==> src/rtl/counter_cmd_driver.sv <==
`default_nettype none
// ============================================================================
// Module   : counter_cmd_driver
// Brief    : Turns queued LOAD / COUNT_UP / COUNT_DOWN / HOLD commands into
//            cycle-accurate control of an up/down counter, and checks the
//            counter's outputs against an internal reference model.
// Revision : 1.0  initial release
// ============================================================================
module counter_cmd_driver #(
    parameter int WIDTH  = 4,
    parameter int STEP_W = 8
) (
    input  logic              clk,
    input  logic              rst_n,
    input  logic              cmd_valid,
    output logic              cmd_ready,
    input  logic [1:0]        cmd_op,
    input  logic [WIDTH-1:0]  cmd_data,
    input  logic [STEP_W-1:0] cmd_steps,
    output logic              load_n,
    output logic              up_down,
    output logic              ce,
    output logic [WIDTH-1:0]  data_load,
    input  logic [WIDTH-1:0]  count_out,
    input  logic              max_count,
    input  logic              zero,
    output logic              done,
    output logic              err
);

    localparam logic [1:0] OP_LOAD = 2'b00;
    localparam logic [1:0] OP_UP   = 2'b01;
    localparam logic [1:0] OP_DOWN = 2'b10;
    localparam logic [1:0] OP_HOLD = 2'b11;

    localparam logic [WIDTH-1:0]  CNT_ONE  = {{(WIDTH-1){1'b0}}, 1'b1};
    localparam logic [WIDTH-1:0]  CNT_MAX  = {WIDTH{1'b1}};
    localparam logic [STEP_W-1:0] STEP_ONE = {{(STEP_W-1){1'b0}}, 1'b1};

    typedef enum logic [1:0] {
        S_IDLE  = 2'd0,
        S_LOAD  = 2'd1,
        S_COUNT = 2'd2,
        S_HOLD  = 2'd3
    } state_t;

    state_t              state_q, state_d;
    logic [STEP_W-1:0]   steps_q, steps_d;
    logic                cmd_ready_q, cmd_ready_d;
    logic                load_n_q, load_n_d;
    logic                up_down_q, up_down_d;
    logic                ce_q, ce_d;
    logic [WIDTH-1:0]    data_load_q, data_load_d;
    logic                done_q, done_d;

    logic [WIDTH-1:0]    exp_cnt_q, exp_cnt_d;
    logic                model_valid_q, model_valid_d;
    logic                err_q, err_d;
    logic                model_mismatch;

    // Control FSM and all registered control outputs.
    always_ff @(posedge clk or negedge rst_n) begin
        if (!rst_n) begin
            state_q     <= S_IDLE;
            steps_q     <= '0;
            cmd_ready_q <= 1'b1;
            load_n_q    <= 1'b1;
            up_down_q   <= 1'b1;
            ce_q        <= 1'b0;
            data_load_q <= '0;
            done_q      <= 1'b0;
        end else begin
            state_q     <= state_d;
            steps_q     <= steps_d;
            cmd_ready_q <= cmd_ready_d;
            load_n_q    <= load_n_d;
            up_down_q   <= up_down_d;
            ce_q        <= ce_d;
            data_load_q <= data_load_d;
            done_q      <= done_d;
        end
    end

    // Next-state and next-output decode; outputs are computed one cycle ahead
    // so the registered values line up with the state they belong to.
    always_comb begin
        state_d     = state_q;
        steps_d     = steps_q;
        cmd_ready_d = cmd_ready_q;
        load_n_d    = 1'b1;
        up_down_d   = up_down_q;
        ce_d        = 1'b0;
        data_load_d = data_load_q;
        done_d      = 1'b0;

        case (state_q)
            S_IDLE: begin
                cmd_ready_d = 1'b1;
                if (cmd_valid && cmd_ready_q) begin
                    case (cmd_op)
                        OP_LOAD: begin
                            state_d     = S_LOAD;
                            load_n_d    = 1'b0;
                            data_load_d = cmd_data;
                            cmd_ready_d = 1'b0;
                        end
                        OP_UP, OP_DOWN: begin
                            if (cmd_steps != '0) begin
                                state_d     = S_COUNT;
                                ce_d        = 1'b1;
                                up_down_d   = (cmd_op == OP_UP);
                                steps_d     = cmd_steps;
                                cmd_ready_d = 1'b0;
                            end else begin
                                // Zero-length command completes with no activity.
                                done_d = 1'b1;
                            end
                        end
                        default: begin
                            if (cmd_steps != '0) begin
                                state_d     = S_HOLD;
                                steps_d     = cmd_steps;
                                cmd_ready_d = 1'b0;
                            end else begin
                                done_d = 1'b1;
                            end
                        end
                    endcase
                end
            end
            S_LOAD: begin
                state_d     = S_IDLE;
                done_d      = 1'b1;
                cmd_ready_d = 1'b1;
            end
            S_COUNT, S_HOLD: begin
                // steps_q holds the drive cycles remaining including this one.
                steps_d = steps_q - STEP_ONE;
                if (steps_q == STEP_ONE) begin
                    state_d     = S_IDLE;
                    done_d      = 1'b1;
                    cmd_ready_d = 1'b1;
                end else begin
                    ce_d = (state_q == S_COUNT);
                end
            end
            default: begin
                state_d     = S_IDLE;
                cmd_ready_d = 1'b1;
            end
        endcase
    end

    // Compare the live counter against the model once a load has synchronised it.
    always_comb begin
        model_mismatch = 1'b0;
        if (model_valid_q) begin
            model_mismatch = (count_out != exp_cnt_q)
                          || (max_count != (exp_cnt_q == CNT_MAX))
                          || (zero      != (exp_cnt_q == '0));
        end
    end

    // Reference model next state: mirrors the counter's load/step contract.
    always_comb begin
        exp_cnt_d     = exp_cnt_q;
        model_valid_d = model_valid_q;
        err_d         = err_q | model_mismatch;
        if (!load_n_q) begin
            exp_cnt_d     = data_load_q;
            model_valid_d = 1'b1;
        end else if (ce_q) begin
            exp_cnt_d = up_down_q ? (exp_cnt_q + CNT_ONE) : (exp_cnt_q - CNT_ONE);
        end
    end

    // Reference model and sticky error registers.
    always_ff @(posedge clk or negedge rst_n) begin
        if (!rst_n) begin
            exp_cnt_q     <= '0;
            model_valid_q <= 1'b0;
            err_q         <= 1'b0;
        end else begin
            exp_cnt_q     <= exp_cnt_d;
            model_valid_q <= model_valid_d;
            err_q         <= err_d;
        end
    end

    assign cmd_ready = cmd_ready_q;
    assign load_n    = load_n_q;
    assign up_down   = up_down_q;
    assign ce        = ce_q;
    assign data_load = data_load_q;
    assign done      = done_q;
    assign err       = err_q;

endmodule
`default_nettype wire

==> config.mk <==
export PLATFORM = sky130hd
export DESIGN_NAME = counter_cmd_driver
export DESIGN_NICKNAME = d
export VERILOG_FILES = /design/src/rtl/counter_cmd_driver.sv
export SDC_FILE = /design/constraint.sdc
export NUM_CORES = 1
export LEC_CHECK = 0
export ABC_AREA = 1
export CORE_AREA = 2 2 76 78
export CTS_BUF_LIST = sky130_fd_sc_hd__clkbuf_4 sky130_fd_sc_hd__clkbuf_8
export DETAILED_ROUTE_END_ITERATION = 7
export DIE_AREA = 0 0 78 80
export HOLD_SLACK_MARGIN = 0.12
export PLACE_DENSITY_LB_ADDON = 0.2
export SYNTH_ARGS = -nofsm -noshare
export SYNTH_HDL_FRONTEND = slang
export SYNTH_SLANG_ARGS = --single-unit
==> constraint.sdc <==
create_clock -name clk -period 2.41 [get_ports clk]
set_clock_uncertainty 0.2 [all_clocks]
set_input_delay 0.241 -clock clk [delete_from_list [all_inputs] [get_ports clk]]
set_output_delay 0.241 -clock clk [all_outputs]
set_load 0.01 [all_outputs]
==> results.sh <==
export IMPL_vias=1404
export IMPL_leakage_nw=0.953
export IMPL_vias_per_cell=4.37
export IMPL_nFillCells=583
export IMPL_startpoint_type="flip-flop"
export IMPL_wirelength_um=3490
export IMPL_hpwlAfterDp_um=2690
export IMPL_grt_pass1_wl_um=5990
export IMPL_drt_first_pass_iters=4
export IMPL_hold_violations=0
export IMPL_avgRoutedWirePerCell_um=10.9
export IMPL_powerDensity_mw_per_mm2=367
export IMPL_diodes=0
export IMPL_cp_end_kind="output pin"
export IMPL_cts_tree="yes"
export IMPL_drv_slew=0
export IMPL_ys_ff_latch=25
export IMPL_max_slew_worst_pin_slew_ps=450
export IMPL_clock_sinks=25
export IMPL_pin_count=33
export IMPL_synth_top_area_frac=0.345
export IMPL_syn_to_final_growth_pct=27.6
export IMPL_ant_nets=0
export IMPL_path_cells="clkdlybuf4s50_1"
export IMPL_dp_slack_ps=401
export IMPL_yosysTopAreaCell="dfrtp_1"
export IMPL_crit_family="flip-flops"
export IMPL_path_buf_inv=1
export IMPL_core_mm2=0.00541
export IMPL_final_util=0.376
export IMPL_fp_row_count=27
export IMPL_yosys_warnings=0
export IMPL_max_stage_delay_ps=580
export IMPL_max_vdd_ir_drop_mv=0.174
export IMPL_track_usage=0.122
export IMPL_gr_total_overflow=0
export IMPL_hold_ws_ps=136
export IMPL_synth_net_count=245
export IMPL_setup_ws_ps=578
export IMPL_synthDistinctLibCells=29
export IMPL_clk_pin_slew_ps=90
export IMPL_drc=0
export IMPL_port_buffers=32
export IMPL_critical_path_class="reg -> out"
export IMPL_maxSlewHeadroom=0.700
export IMPL_cts_root_buf="clkbuf_8"
export IMPL_clockBufferDepth=2
export IMPL_clkLatencyLatePin_ps=270
export IMPL_status="completed"
export IMPL_grt_max_degree=26
export IMPL_period_needed_ps=1830
export IMPL_grt_antenna_before_repair=0
export IMPL_yosys_top_cells_area="dfrtp_1 (35%), nand2_1 (17%), inv_1 (5.9%), nand3_1 (5.7%), nor2_1 (5.2%)"
export IMPL_first_iter_violations=30
export IMPL_die_w_um=78
export IMPL_place_congestion=0.767
export IMPL_setup_tns_ps=0
export IMPL_post_cts_setup_buffers=0
export IMPL_setup_viol=0
export IMPL_maxCapViolCount=0
export IMPL_grt_pass1_vias=1375
export IMPL_cp_depth=1
export IMPL_cts_hold_repair_buffers=0
export IMPL_timing_final_crit_share=0.760
export IMPL_syn_inst=215
export IMPL_slowest_stage="dfstp_2"
export IMPL_drive_gt1_frac=0.0924
export IMPL_dp_cells=317
export IMPL_hold_path_class="in -> async"
export IMPL_worstPathRequired_ps=1970
export IMPL_ctsResizeCount=0
export IMPL_cp_data_arrival_time_ps=1390
export IMPL_mostFrequentLayoutCell="nand2_1"
export IMPL_rsz0062_at_grt="no"
export IMPL_rr_worst_depth=6
export IMPL_final_cell_mix="nand2_1 (72), clkdlybuf4s50_1 (32), inv_1 (25)"
export IMPL_dieArea_mm2=0.00624
export IMPL_fmax_mhz=546
export IMPL_stdcell_count=321
export IMPL_path_max_fanout=5
export IMPL_avgSynthCellArea_um2=7.41
export IMPL_die_y_um=80
export IMPL_cts_buffers=3
export IMPL_synthesis_area_mm2=0.00159
export IMPL_nNetsFinal=280
export IMPL_htreeDepth=1
export IMPL_ys_seq_area_frac=0.395
export IMPL_start_util=0.295
cell usage after synthesis:
cell      instances
nand4_1           1
inv_1            25
dfstp_2           3
a21oi_1           4
o21ai_0           9
buf_2             1
nor2_2            1
o21bai_1          1
ha_1              6
a21boi_0          1
nand2_4           1
o21ai_2           4
dfrtp_1          22
o221ai_1          2
inv_2             2
buf_6             2
nor2_1           22
nand3_2           1
xnor2_1           5
or2_2             1
nand2_2           3
nand3_1          18
a22o_1            1
fa_1              1
nand2_1          72
nand3b_1          2
nor2_4            2
o31ai_1           1
xor2_1            1
final cells by class:
type                    instances  area (um2)  share of cell area
flip-flops and latches         25         629               0.310
well taps                      72        90.1              0.0443
repair buffers                 33         328               0.161
multi-input cells             160         836               0.411
clock buffers                   4        48.8              0.0240
inverters                      27         101              0.0498
cells by family after synthesis:
family	share of synthesized area
AND/OR/NAND/NOR	0.338
buffers and inverters	0.0808
flip-flops	0.395
AO/OA/AOI/OAI	0.0934
adder cells (fa/ha/maj)	0.0597
XOR/XNOR	0.0330
layer usage:
metal / GRT usage / vias to the layer above / wire, um / part of all wire
li1: - / 745 / - / -
met1: 0.146 / 623 / 1690 / 0.48
met2: 0.216 / 32 / 1600 / 0.46
met3: 0.0215 / 4 / 152 / 0.044
met4: 0.0526 / 0 / 48 / 0.014
met5: 0 / - / 0 / 0
report_power, final:
part / switching, mW / total (mW) / internal [mW] / leakage, nW
Sequential: 0 / 0.419 / 0.419 / 0.272
Clock: 0.131 / 0.261 / 0.129 / 0.0262
Combinational: 0.0259 / 0.0663 / 0.0404 / 0.655
Total: 0.157 / 0.746 / 0.589 / 0.953
flip-flops by register name (all words and copies together) (netlist names):
signal / flops
cmd_ready: 1
data_load: 4
steps_q: 8
err: 1
state_q: 2
load_n: 1
done: 1
model_valid_q: 1
ce: 1
exp_cnt_q: 4
up_down: 1
final timing paths:
path	startpoint	end	slack, ps
max	load_n	load_n	580
min	rst_n	err	140
max reg2reg	state_q[1]	steps_q[2]	620
min reg2reg	err	err	270
max in group asynchronous	rst_n	up_down	1570
min in group clk	err	err	270
metrics by stage:
| stage | power (mW) | area (um2) |
|---|---|---|
| floorplan | 0.444 | 1590 |
| global placement | 0.496 | 1980 |
| detailed placement | 0.496 | 1980 |
| CTS | 0.767 | 2030 |
| global route | 0.783 | 2030 |
| finish | 0.746 | 2030 |
Note: power is estimated with default switching activity, not from simulation.
